===== config.mk =====
export PLATFORM = sky130hd
export DESIGN_NAME = shift_unit_flat
export DESIGN_NICKNAME = d
export VERILOG_FILES = /design/src/rtl/shift_unit_if.sv /design/src/rtl/shift_unit.sv /design/src/flat_wrapper.sv
export SDC_FILE = /design/constraint.sdc
export NUM_CORES = 1
export LEC_CHECK = 0
export CORE_MARGIN = 2
export CORE_UTILIZATION = 25
export CTS_BUF_LIST = sky130_fd_sc_hd__clkbuf_8
export DETAILED_ROUTE_END_ITERATION = 6
export PLACE_DENSITY = 0.41
export SLEW_MARGIN = 20
export SYNTH_ARGS = -nofsm -noshare
export SYNTH_HDL_FRONTEND = slang
export SYNTH_SLANG_ARGS = --single-unit

===== constraint.sdc =====
create_clock -name clk -period 4.8 [get_ports clk]
set_input_delay 0.72 -clock clk [delete_from_list [all_inputs] [get_ports clk]]
set_output_delay 0.72 -clock clk [all_outputs]
set_load 0.03 [all_outputs]

===== src/rtl/shift_unit_if.sv =====
`default_nettype none
`timescale 1ns/1ps
// +----------------------------------------------------------------------+
// | shift_unit_if                                                        |
// | Request/response bundle between the execute stage and shift_unit.    |
// | Rev 1.0                                                              |
// +----------------------------------------------------------------------+
interface shift_unit_if #(
    parameter int WIDTH = 32,
    parameter int SHW   = 5
);
    logic             start;
    logic [1:0]       op;
    logic [WIDTH-1:0] din;
    logic [SHW-1:0]   shamt;
    logic             busy;
    logic             done;
    logic [WIDTH-1:0] dout;

    modport master (output start, op, din, shamt, input busy, done, dout);
    modport slave  (input start, op, din, shamt, output busy, done, dout);
endinterface
`default_nettype wire


===== src/rtl/shift_unit.sv =====
`default_nettype none
`timescale 1ns/1ps
// +----------------------------------------------------------------------+
// | shift_unit                                                           |
// | Iterative SLL/SRL/SRA/ROR shifter, STEP bits per cycle.              |
// | Rev 1.0                                                              |
// +----------------------------------------------------------------------+
module shift_unit #(
    parameter int WIDTH = 32,
    parameter int SHW   = 5,
    parameter int STEP  = 1
) (
    input  wire logic    clk,
    input  wire logic    rstn,
    shift_unit_if.slave  bus
);

    localparam logic [1:0] c_op_sll = 2'b00;
    localparam logic [1:0] c_op_srl = 2'b01;
    localparam logic [1:0] c_op_sra = 2'b10;

    typedef enum logic [1:0] {
        ST_IDLE  = 2'd0,
        ST_SHIFT = 2'd1,
        ST_FIN   = 2'd2
    } state_t;

    state_t           r_state, w_state_nx;
    logic [WIDTH-1:0] r_acc, w_acc_nx;
    logic [SHW-1:0]   r_rem, w_rem_nx;
    logic [1:0]       r_mode, w_mode_nx;
    logic             r_sign, w_sign_nx;
    logic [WIDTH-1:0] r_dout, w_dout_nx;

    logic [SHW-1:0]   w_amt;
    logic [SHW:0]     w_ramt;
    logic [WIDTH-1:0] w_srl;
    logic [WIDTH-1:0] w_shifted;

    // rem never exceeds WIDTH-1, so the clamped amount always fits in SHW bits
    assign w_amt  = (int'(r_rem) < STEP) ? r_rem : SHW'(STEP);
    assign w_ramt = (SHW+1)'(WIDTH) - {1'b0, w_amt};
    assign w_srl  = r_acc >> w_amt;

    always_comb begin
        w_shifted = w_srl | (r_acc << w_ramt);
        case (r_mode)
            c_op_sll: w_shifted = r_acc << w_amt;
            c_op_srl: w_shifted = w_srl;
            c_op_sra: w_shifted = w_srl | (~({WIDTH{1'b1}} >> w_amt) & {WIDTH{r_sign}});
            default:  w_shifted = w_srl | (r_acc << w_ramt);
        endcase
    end

    always_comb begin
        w_state_nx = r_state;
        w_acc_nx   = r_acc;
        w_rem_nx   = r_rem;
        w_mode_nx  = r_mode;
        w_sign_nx  = r_sign;
        w_dout_nx  = r_dout;
        case (r_state)
            ST_IDLE, ST_FIN: begin
                if (bus.start) begin
                    w_acc_nx   = bus.din;
                    w_rem_nx   = bus.shamt;
                    w_mode_nx  = bus.op;
                    w_sign_nx  = bus.din[WIDTH-1];
                    w_state_nx = ST_SHIFT;
                end else begin
                    w_state_nx = ST_IDLE;
                end
            end
            ST_SHIFT: begin
                if (r_rem != '0) begin
                    w_acc_nx = w_shifted;
                    w_rem_nx = r_rem - w_amt;
                end else begin
                    w_dout_nx  = r_acc;
                    w_state_nx = ST_FIN;
                end
            end
            default: w_state_nx = ST_IDLE;
        endcase
    end

    always_ff @(posedge clk or negedge rstn) begin
        if (!rstn) begin
            r_state <= ST_IDLE;
            r_acc   <= '0;
            r_rem   <= '0;
            r_mode  <= '0;
            r_sign  <= 1'b0;
            r_dout  <= '0;
        end else begin
            r_state <= w_state_nx;
            r_acc   <= w_acc_nx;
            r_rem   <= w_rem_nx;
            r_mode  <= w_mode_nx;
            r_sign  <= w_sign_nx;
            r_dout  <= w_dout_nx;
        end
    end

    assign bus.busy = (r_state == ST_SHIFT);
    assign bus.done = (r_state == ST_FIN);
    assign bus.dout = r_dout;

endmodule
`default_nettype wire


===== src/flat_wrapper.sv =====
// flat-port wrapper written by rule: the top's interface ports become plain ports
module shift_unit_flat 
#(
    parameter int WIDTH = 32,
    parameter int SHW   = 5,
    parameter int STEP  = 1
)
  (clk, rstn, bus_start, bus_op, bus_din, bus_shamt, bus_busy, bus_done, bus_dout);
  shift_unit_if #(.WIDTH(WIDTH), .SHW(SHW)) bus_i ();
  input  wire logic clk;
  input  wire logic rstn;
  input wire logic [$bits(bus_i.start)-1:0] bus_start;
  input wire logic [$bits(bus_i.op)-1:0] bus_op;
  input wire logic [$bits(bus_i.din)-1:0] bus_din;
  input wire logic [$bits(bus_i.shamt)-1:0] bus_shamt;
  output wire logic [$bits(bus_i.busy)-1:0] bus_busy;
  output wire logic [$bits(bus_i.done)-1:0] bus_done;
  output wire logic [$bits(bus_i.dout)-1:0] bus_dout;
  assign bus_i.start = bus_start;
  assign bus_i.op = bus_op;
  assign bus_i.din = bus_din;
  assign bus_i.shamt = bus_shamt;
  assign bus_busy = bus_i.busy;
  assign bus_done = bus_i.done;
  assign bus_dout = bus_i.dout;
  shift_unit #(.WIDTH(WIDTH), .SHW(SHW), .STEP(STEP)) u_core (.clk(clk), .rstn(rstn), .bus(bus_i));
endmodule

## Word-level counts from Yosys, hierarchy flattened

Cells that the tools add are included.

| operators by class | value |
|---|---|
| add/subtract/negate cells | 2 |
| magnitude comparators | 1 |
| equal/unequal tests | 7 |
| shift-type cells | 4 |
| multiplexer cells | 11 |
| bitwise operators | 5 |
| reduce and logical (&&, ||, !) cells | 8 |

Operator list:

| operator | count |
|---|---|
| $pmux W32 S3 | 1 |
| $mux W32 | 2 |
| $or A32 B32 Y32 | 2 |
| $pmux W32 S2 | 1 |
| $and A32 B32 Y32 | 1 |
| $not A32 Y32 | 1 |
| $shl A32 B5 Y32 | 1 |
| $shl A32 B6 Y32 | 1 |
| $shr A32 B5 Y32 | 1 |
| $shr A32 B5 Y32 const A | 1 |
| $mux W5 | 3 |
| $pmux W5 S2 | 1 |
| $sub A6 B5 Y6 const A | 1 |
| $lt A5 B1 Y1 const B | 1 |
| $reduce_bool A5 Y1 | 1 |
| $sub A5 B5 Y5 | 1 |
| $eq A2 B1 Y1 const B | 2 |
| $eq A2 B2 Y1 const B | 2 |
| $logic_not A2 Y1 | 2 |
| $ne A2 B2 Y1 const B | 2 |
| $pmux W2 S2 | 1 |
| $reduce_and A2 Y1 | 2 |
| $reduce_and A3 Y1 | 1 |
| $mux W2 | 1 |
| 5 further kinds | 5 |

| word-level totals | value |
|---|---|
| bits in registers | 74 |
| bits of input ports | 42 |
| output and inout port bits | 34 |

## Logic depth before layout (Yosys ltp)

Gate-level depths: netlist of run 1.

| logic depth | value |
|---|---|
| depth after elaboration | 9 |
| gate-level depth with buffers | 14 |

## Worst setup path after synthesis of run 1

Ideal clock, no wire load.

| timing path | value |
|---|---|
| path type | register to register |
| from | register u_core.r_rem[1] |
| to | register u_core.r_acc[20] |
| library setup time | 0.088 ns |
| data arrival time | 3.334 ns |
| data required time | 4.712 ns |
| path slack | 1.377 ns |
| stages on the path, launching flop included | 14 |
| period minus slack after synthesis | 3.423 ns |
| cell sequence | dfrtp_1 > or3_1 > buf_6 > nor2_8 > clkbuf_1 > ha_1 > clkbuf_1 > inv_1 > ha_1 > clkbuf_1 > nor3_1 > clkbuf_1 > a22oi_1 > a41oi_1 |

| between the ends | value |
|---|---|
| cells in the longest elaborated chain, start to end | 9 |
| elaborated cells between the ends (all ways) | 17 |
| those cells by class | add/sub: 1; order compare: 1; eq/ne: 1; shift: 4; mux: 4; bitwise: 4; reduce/logical: 2 |

RTL lines:

| item | line | RTL |
|---|---|---|
| start: declaration | shift_unit.sv:30 | `logic [SHW-1:0] r_rem, w_rem_nx;` |
| start signal: assignment | shift_unit.sv:98 | `r_rem <= w_rem_nx;` |
| parallel branches: the longest is 9 deep, another holds $sub A6 B5 Y6 | -- |  |
| end signal: assignment | shift_unit.sv:97 | `r_acc <= w_acc_nx;` |
| end: declaration | shift_unit.sv:29 | `logic [WIDTH-1:0] r_acc, w_acc_nx;` |

Parallel ways; which one is timed is not known. The select of a mux whose other input is x is not followed.
A chain may end at the register's enable or synchronous reset.

## Worst setup path in the final report of run 1

| timing path | value |
|---|---|
| from | register u_core.r_rem[1] |
| to | register u_core.r_acc[26] |

Same word-level chain as after synthesis.

==> metrics.md, run 1 <==
| Metric | Value |
|---|---|
| Total of cells resized after clock tree synthesis | 0 |
| Unique cell type count in the Yosys netlist | 55 |
| Total global routing overflow | 0 |
| Leakage | 2.43 nW |
| Worst R2R Start | u_core.r_rem[1] |
| Worst-case setup margin in the final layout | roughly 1 ns |
| Post-synth ARST share | between 90% and 100% |
| Final routed wirelength across all metal layers | around 18 mm |
| GP Congestion | 0.940 |
| Post CTS Setup Buffer Count | 0 |
| Number of input and output port buffers inserted | 75 |
| Nets | 625 |
| Highest fanout seen on the critical path | 24 |
| DRT iter0 DRCs | 425 |
| Flip-flop and latch count after synthesis | 74 |
| Commonest cells after routing, fill and taps aside | clkdlybuf4s50_1, dfrtp_1, nand2_1 |
| Final HPWL from detailed placement | about 12 mm |
| Slew of the pin with the lowest slew margin | 0.839 ns |
| Max-cap check violation count | 0 |
| Most used flip-flop cell after synthesis | dfrtp_1 |
| Total clock buffers created by CTS | 9 |
| Design internal power | 2.17 mW |
| DIE WIDTH | 143 um |
| Library cell occupying the most area in the post-synthesis netlist | dfrtp_1 |
| Setup TNS | 0 ns |
| Setup repair after global routing missed its margin | false |
| Max Clk Rate | 263 MHz |
| Total net switching power | just over 2 mW |
| Cell area after technology mapping | just under 5000 sq um |
| Area enclosed by the die boundary | 20,400 sq um |
| Type of the setup path with the least slack | reg -> reg |
| Part of the Yosys area used for sequential elements | between 30% and 40% |
| Maximum vdd drop | roughly 0.20 mV |
| Gate Count Post-Synth | 521 |
| Antenna viol nets, final | 0 |
| CTS Buffer Depth | 2 |
| Placement-stage cell area | 5850 sq um |
| Endpoint of the lowest-slack register-to-register path | u_core.r_acc[26] |
| Post-route cell area | 6030 sq um |
| Portion of total power attributed to sequential cells | 31.9% |
| Setup clock skew after layout | 0.00565 ns |
| Antenna violations before repair | 0 |
| Clock edge transition at the registers on the reported setup and hold paths | 0.08 ns |
| Worst Hold Slack | roughly 0.37 ns |
| Place WS | approximately 1.0 ns |
| Worst min-delay path class | in -> async |
| Rel. slew slack | 43.9% |
| Effective utilization at floorplan | 25.6% |
| Min Clock Period, post-route | 3.80 ns |
| Number of enable flip-flop cells after synthesis | 0 |
| Final routed wire length divided by cell count | 21.1 um |
| Final Cycle Share | 79.2% |
| Clock sink total | between 70 and 80 |
| Average via count per standard cell | roughly 5.4 |
| Initial DRT Pass Iterations | 5 |
| Switching fraction of total power | approximately half |
| Signal arrival time at the worst endpoint | 4.06 ns |
| Root buffer cell | clkbuf_8 |
| Crit start category | flop |
| Yosys top cell area share | between 30% and 40% |
| Fill cell count | 1,972 |
| First-pass GRT wire length | around 27 mm |
| Register-to-register setup slack | between 0.9 and 1 ns |
| Worst reg2reg path depth | 10 |
| Syn_area_per_cell | between 9 and 10 sq um |
| Final count of pins violating max slew | 0 |
| Logic gate share of total power | a little under three fifths |
| Top cells by area in the synthesized netlist | dfrtp_1, mux2_2, mux4_2 |
| Result of the run | completed |
| Largest net degree at the start of global routing | 75 |
| Via count of the first global-routing pass | 4,562 |
| Area of the core | 18,800 sq um |
| Final hold violation count | 0 |
| Worst endpoint required time | 5.05 ns |
| Count of inserted antenna diode cells | 0 |
| Global-route usage over all layers | about 18% |
| Ratio of cells with drive above 1 in the final layout | 14.9% |
| Number of buffers inserted by hold repair at cts | 0 |
| Clock tree from TritonCTS | done |
| Top-Level Pins | 76 |
| Synth-to-layout area growth | 25.0% |
| Clk_lat worst skew | 0.38 ns |
| Number of remaining DRC errors | 0 |
| Post-layout power | between 4 and 5 mW |
| Setup-failing EPs final | 0 |
| Sort of element at the end of the critical path | flop |
| Pwr per Cell Area | approximately 700 nW/um^2 |
| Vias after detailed routing | between 4,000 and 5,000 |
| Clock Power Share | 11.0% |
| Height of the chip | 143 um |
| Warnings, synthesis | 0 |
| Count of standard-cell rows | 50 |
| H-tree lvl count | 3 |
-- worst max-delay path by stage --
| stage | from | to | slack (ns) |
|---|---|---|---|
| finish | u_core.r_rem[1] | u_core.r_acc[26] | 1.0 |
| global route | u_core.r_rem[1] | u_core.r_acc[28] | 0.75 |
| CTS | u_core.r_rem[1] | u_core.r_acc[28] | 1.04 |
| detailed placement | u_core.r_rem[1] | u_core.r_acc[26] | 1.04 |
| global placement | u_core.r_rem[1] | u_core.r_acc[28] | 1.14 |
| floorplan | u_core.r_rem[1] | u_core.r_acc[20] | 1.38 |
-- synthesized netlist by cell type, drive strengths merged, types with 4 or more instances --
cell / count
a32oi: 4
inv: 7
dfrtp: 74
nor3: 8
and2: 4
or2: 4
nand2: 70
buf: 11
and3: 7
a221oi: 6
mux4: 12
a31oi: 20
nand2b: 6
mux2i: 16
a211oi: 10
o21ai: 33
o221ai: 5
nor2: 25
nand4: 4
ha: 5
a2111oi: 4
mux2: 38
a311oi: 4
a22oi: 11
nor2b: 5
o32ai: 7
a21oi: 37
o211ai: 7
nand3: 11
clkbuf: 34
-- critical path, cell delays in order (launching register included) --
cell      delay (ns)
dfrtp_1         0.44
or3_1           0.60
nor2_8          0.30
ha_1            0.42
inv_1           0.19
ha_1            0.64
and2_1          0.34
nor2b_1         0.17
a22o_1          0.22
a211oi_1        0.24
o21ai_0         0.13
-- sequential cells by signal, summed over array words and instances (netlist names) --
signal           cells
u_core.bus.dout     32
u_core.r_acc        32
u_core.r_mode        2
u_core.r_rem         5
u_core.r_sign        1
u_core.r_state       2
-- cell families after synthesis --
group	share of synthesized area [%]
flops	38.4
buf+inv	4.54
compound gates	23.2
other cells	0.156
mux	17.8
fa+ha+maj	1.30
simple gates	14.6
-- routing by layer --
metal,vias up,GRT usage [%],part of all wire (%)
met5,-,0,0
met4,0,8.08,3.2
met3,41,4.73,7.3
met2,219,26.8,45
met1,2255,24.2,44
li1,2071,-,-
-- power by group through the flow --
stage               Combinational (mW)  Clock, mW  Sequential (mW)
floorplan                         1.44          0             1.38
global placement                  2.39          0             1.35
detailed placement                2.40          0             1.35
CTS                               2.41      0.495             1.34
global route                      2.62      0.520             1.40
finish                            2.41      0.466             1.34
-- layout make-up --
cell class,count,area [sq um],area share (%)
Multi-Input combinational cell,395,2770,45.9
Clock inverter,4,17.5,0.290
Inverter,9,36.3,0.602
Timing Repair Buffer,89,870,14.4
Sequential cell,74,1850,30.7
Tap cell,260,325,5.39
Clock buffer,12,165,2.74
-- metrics by stage --
step,util [%],std cells
after detailed placement,31.0,827
final,32.0,843
after floorplan,-,523
after global routing,32.0,843
after global placement,31.0,827
after CTS,32.0,843
No activity file was read; power rests on OpenSTA's default activity.
==> run 2, diff against run 1 <==
PLACE_DENSITY = 0.43   (was 0.41)
clock period = 3.09 ns   (was 4.8 ns; I/O delays follow)
==> metrics.md, run 2 (synthesis results as in run 1) <==
| Metric | Value |
|---|---|
| Area of the core | 18,800 sq um |
| Via count of the first global-routing pass | 4,602 |
| DIE WIDTH | 143 um |
| Clock sink total | 74 |
| Count of standard-cell rows | 50 |
| Area enclosed by the die boundary | 20,400 sq um |
| Final Cycle Share | 93.0% |
| H-tree lvl count | 3 |
| Setup-failing EPs final | 0 |
| DRT iter0 DRCs | 392 |
| Clock tree from TritonCTS | done |
| Final routed wire length divided by cell count | between 20 and 25 um |
| Final routed wirelength across all metal layers | 17.7 mm |
| Logic gate share of total power | 57.6% |
| Max-cap check violation count | 0 |
| Count of inserted antenna diode cells | 0 |
| Clk_lat worst skew | approximately 0.37 ns |
| Setup clock skew after layout | 0.00916 ns |
| Result of the run | completed |
| Setup repair after global routing missed its margin | false |
| Antenna viol nets, final | 0 |
| Top sig layer | met4 |
| Total clock buffers created by CTS | 9 |
| Met1 WL | around 8 mm |
| Worst endpoint required time | 3.34 ns |
| Leakage | 2.49 nW |
| Met2 WL post-DR | 8.31 mm |
| Portion of total power attributed to sequential cells | 31.9% |
| Total global routing overflow | 0 |
| Average via count per standard cell | 5.32 |
| Worst min-delay path class | in -> async |
| Setup TNS | 0 ns |
| Worst-case setup margin in the final layout | about 0.22 ns |
| Place WS | between 0.15 and 0.2 ns |
| Signal arrival time at the worst endpoint | 3.13 ns |
| Number of remaining DRC errors | 0 |
| Effective utilization at floorplan | between 20% and 30% |
| Maximum vdd drop | 0.349 mV |
| Top-Level Pins | 76 |
| Vias after detailed routing | 4,555 |
| Design internal power | 3.38 mW |
| Ratio of cells with drive above 1 in the final layout | 17.3% |
| Final count of pins violating max slew | 0 |
| Total net switching power | 3.14 mW |
| Rel. slew slack | 51.6% |
| Final hold violation count | 0 |
| Largest net degree at the start of global routing | 75 |
| Slew of the pin with the lowest slew margin | 0.726 ns |
| Height of the chip | ~140 um |
| Switching fraction of total power | roughly half |
| Synth-to-layout area growth | 26.9% |
| Number of input and output port buffers inserted | 75 |
| Crit start category | flop |
| Final HPWL from detailed placement | 12.5 mm |
| Nets | 642 |
| Sort of element at the end of the critical path | flop |
| Global-route usage over all layers | between 10% and 20% |
| Clock edge transition at the registers on the reported setup and hold paths | ~0.080 ns |
| Highest fanout seen on the critical path | 8 |
| Type of the setup path with the least slack | reg -> reg |
| Commonest cells after routing, fill and taps aside | dfrtp_1, clkdlybuf4s50_1, nand2_1 |
| Most common library cell in the layout ignoring fill and taps | dfrtp_1 |
| Clock Power Share | 10.5% |
| Root buffer cell | clkbuf_8 |
| Min Clock Period, post-route | 2.87 ns |
| GP Congestion | 0.909 |
| CTS Buffer Depth | 2 |
| Initial DRT Pass Iterations | 5 |
| Max Clk Rate | approximately 350 MHz |
| Antenna violations before repair | 0 |
| Worst Hold Slack | around 0.12 ns |
| Wire length on met3 | 869 um |
| Pwr per Cell Area | 1060 nW/um^2 |
| First-pass GRT wire length | 27.6 mm |
## run 2: cell types whose count changed in the layout (fill, tap and decap cells not counted)
cell	previous run	this run
ha_1	5	4
buf_4	13	32
clkinv_2	2	0
buf_12	1	0
clkdlybuf4s50_1	74	73
ha_2	0	1
clkbuf_8	12	11
## run 2: critical path, stage by stage, from the launching register on
cell      delay, ns
dfrtp_1        0.43
or3_1          0.49
nor2_8         0.15
ha_1           0.18
inv_1          0.11
ha_2           0.37
mux2i_1        0.18
o21ai_0        0.10
mux2_2         0.29
a221oi_1       0.35
o31ai_1        0.11
## run 2: power by group through the flow
stage	combinational, mW	clock [mW]	sequential [mW]
floorplan	2.25	0	2.15
detailed placement	3.76	0	2.09
global route	4.09	0.750	2.16
finish	3.76	0.681	2.08
CTS	3.77	0.714	2.07
global placement	3.74	0	2.08
## run 2: metrics by stage
stage / util [%] / std cells / power (mW) / area, sq um
CTS: 32.5 / 857 / 6.56 / 6120
detailed placement: 31.6 / 844 / 5.85 / 5960
finish: 32.5 / 857 / 6.52 / 6120
floorplan: - / 523 / 4.39 / 4840
global route: 32.5 / 857 / 7.01 / 6120
global placement: 31.6 / 844 / 5.82 / 5960
## run 2: timing repair
action	4_1_cts	5_1_grt
buffers inserted	0	0
resized for setup	0	1
hold buffers	0	0
setup endpoints to repair	0	8
## run 2: cell type report
cell class	instances	area [sq um]
sequential	74	1850
clock inverter	2	7.51
tap	260	325
clock buffer	11	151
timing repair buffer	106	982
multi-input combinational	395	2770
inverter	9	36.3
fill	1977	12700
## run 2: path summary, 6_finish.rpt
kind | from | to | slack (ns) | depth (start not counted)
max in group asynchronous | rstn | u_core.r_acc[7] | 2.46 | 1
min in group clk | u_core.bus.dout[22] | u_core.bus.dout[22] | 0.51 | 1
setup / recovery | u_core.r_rem[1] | u_core.r_acc[28] | 0.22 | 10
hold / removal | rstn | u_core.bus.dout[28] | 0.12 | 1
hold reg to reg | u_core.bus.dout[22] | u_core.bus.dout[22] | 0.51 | 1
setup reg to reg | u_core.r_rem[1] | u_core.r_acc[28] | 0.22 | 10
## run 2: layer usage
metal  up-vias  global-route usage [%]
met5         -                       0
met2       152                    28.6
met3        24                    3.59
met4         0                    5.89
met1      2273                    24.3
li1       2106                       -
==> run 3, diff against run 2 <==
--- a/config.mk
+++ b/config.mk
@@ -11,4 +11,5 @@
 export DETAILED_ROUTE_END_ITERATION = 6
 export PLACE_DENSITY = 0.43
+export REMOVE_ABC_BUFFERS = 1
 export SLEW_MARGIN = 20
 export SYNTH_ARGS = -nofsm -noshare
==> constraint.sdc (replaced) <==
create_clock -name clk -period 3.09 [get_ports clk]
set_input_delay 0.618 -clock clk [delete_from_list [all_inputs] [get_ports clk]]
set_output_delay 0.618 -clock clk [all_outputs]
set_load 0.03 [all_outputs]
==> metrics.md, run 3 (synthesis results as in run 1) <==
| Metric | Value |
|---|---|
| Commonest cells after routing, fill and taps aside | dfrtp_1, clkdlybuf4s50_1, nand2_1 |
| Ratio of cells with drive above 1 in the final layout | 19.0% |
| Slew of the pin with the lowest slew margin | 0.563 ns |
| Setup repair after global routing missed its margin | false |
| Register-to-register setup slack | 0.14 ns |
| Final HPWL from detailed placement | 13.5 mm |
| Synth-to-layout area growth | 31.5% |
| Via count of the first global-routing pass | 4,591 |
| Min Clock Period, post-route | 2.95 ns |
| Worst reg2reg path depth | 10 |
| First-pass GRT wire length | around 28 mm |
| Max Clk Rate | around 340 MHz |
| Global-route usage over all layers | 18.3% |
| Top-Level Pins | 76 |
| Final count of pins violating max slew | 0 |
| Vias after detailed routing | 4,534 |
| Pwr per Cell Area | about 1100 nW/um^2 |
| Final routed wire length divided by cell count | 20.9 um |
| Sort of element at the end of the critical path | flop |
| Root buffer cell | clkbuf_8 |
| Highest fanout seen on the critical path | 10 |
| Rel. slew slack | 62.1% |
| Post-layout power | around 7.0 mW |
| Worst Hold Slack | 0.219 ns |
| Total clock buffers created by CTS | 9 |
| Nets | between 600 and 700 |
| Total global routing overflow | 0 |
| Worst R2R Start | u_core.r_rem[1] |
| GP Congestion | 0.916 |
| Count of inserted antenna diode cells | 0 |
| CTS Buffer Depth | 2 |
| Crit start category | flop |
| Average via count per standard cell | 5.22 |
| Effective utilization at floorplan | 25.6% |
| Final routed wirelength across all metal layers | 18.2 mm |
| Endpoint of the lowest-slack register-to-register path | u_core.r_acc[29] |
| Area of the core | approximately 19,000 sq um |
| Largest net degree at the start of global routing | 40 |
| Antenna viol nets, final | 0 |
| Final cell count without fillers | between 800 and 900 |
| Final Cycle Share | 95.4% |
| Signal arrival time at the worst endpoint | 3.27 ns |
| Area enclosed by the die boundary | slightly above 20,000 sq um |
| Worst endpoint required time | ~3.4 ns |
| Maximum vdd drop | 0.374 mV |
| Worst min-delay path class | in -> async |
| Place WS | between 0.1 and 0.15 ns |
| Setup clock skew after layout | 0.0102 ns |
| Clock tree from TritonCTS | done |
| Post-Route Utilization | 33.7% |
| Clk_lat worst skew | 0.38 ns |
| Number of placed instances with taps included | 853 |
| Max-cap check violation count | 0 |
| Initial DRT Pass Iterations | 5 |
| Setup-failing EPs final | 0 |
| Number of remaining DRC errors | 0 |
| Count of standard-cell rows | 50 |
| Most common library cell in the layout ignoring fill and taps | dfrtp_1 |
| Leakage | ~2.6 nW |
| DRT iter0 DRCs | 217 |
| DIE WIDTH | approximately 140 um |
| Worst-case setup margin in the final layout | 0.142 ns |
| Type of the setup path with the least slack | reg -> reg |
| Post-route cell area | 6350 sq um |
| Final hold violation count | 0 |
| Clock sink total | 74 |
| Placement-stage cell area | 6080 sq um |
| H-tree lvl count | 3 |
| Antenna violations before repair | 0 |
| Clock edge transition at the registers on the reported setup and hold paths | 0.08 ns |
| Setup TNS | 0 ns |
| Number of input and output port buffers inserted | 75 |
| Height of the chip | 143 um |
| Result of the run | completed |
-- run 3: cell count changes in the layout (fill, tap and decap cells not counted) --
cell / change
a221oi_1: -1
buf_6: -1
buf_12: +4
clkbuf_8: -1
inv_1: -1
buf_4: +6
ha_1: +1
clkinv_2: +1
a221oi_2: +1
ha_2: -1
bufinv_16: +4
-- run 3: repair_timing --
action	CTS	global route
setup endpoints to repair	0	1
hold buffers	0	0
setup buffers	0	0
gates resized for setup	0	1
-- run 3: critical path, stage by stage (launching register included) --
cell	delay, ns
dfrtp_1	0.44
or3_1	0.49
nor2_8	0.14
ha_1	0.17
inv_1	0.06
ha_1	0.45
buf_4	0.23
nor3_1	0.25
o211ai_1	0.19
a311oi_1	0.33
a211o_1	0.14
-- run 3: layout make-up --
type | count | area (sq um)
clock buffer | 10 | 138
multi-input combinational | 395 | 2770
sequential | 74 | 1850
tap | 260 | 325
timing repair buffer | 115 | 1100
clock inverter | 6 | 129
fill | 1956 | 12500
inverter | 9 | 36.3
-- run 3: how the worst max path moves through the flow --
stage,slack [ns],end,depth (start not counted),startpoint
after floorplan,-1.33,u_core.r_acc[29],7,u_core.r_rem[1]
after global placement,0.15,u_core.r_acc[28],10,u_core.r_rem[1]
after detailed placement,0.10,u_core.r_acc[28],10,u_core.r_rem[1]
after CTS,0.08,u_core.r_acc[28],10,u_core.r_rem[1]
after global routing,0.03,u_core.r_acc[29],10,u_core.r_rem[1]
final,0.14,u_core.r_acc[29],10,u_core.r_rem[1]
-- run 3: routing by layer --
metal,up-vias,global-route usage [%],part of all wire (%)
met5,-,0,0
met4,0,5.21,1.3
met3,17,3.42,4.1
met2,109,29.9,48
met1,2286,24.6,46
li1,2122,-,-
-- run 3: power by group --
| group | internal, mW | total, mW | switching, mW |
|---|---|---|---|
| clock | 0.636 | 1.04 | 0.404 |
| sequential | 1.44 | 2.03 | 0.596 |
| combinational | 1.73 | 3.95 | 2.22 |
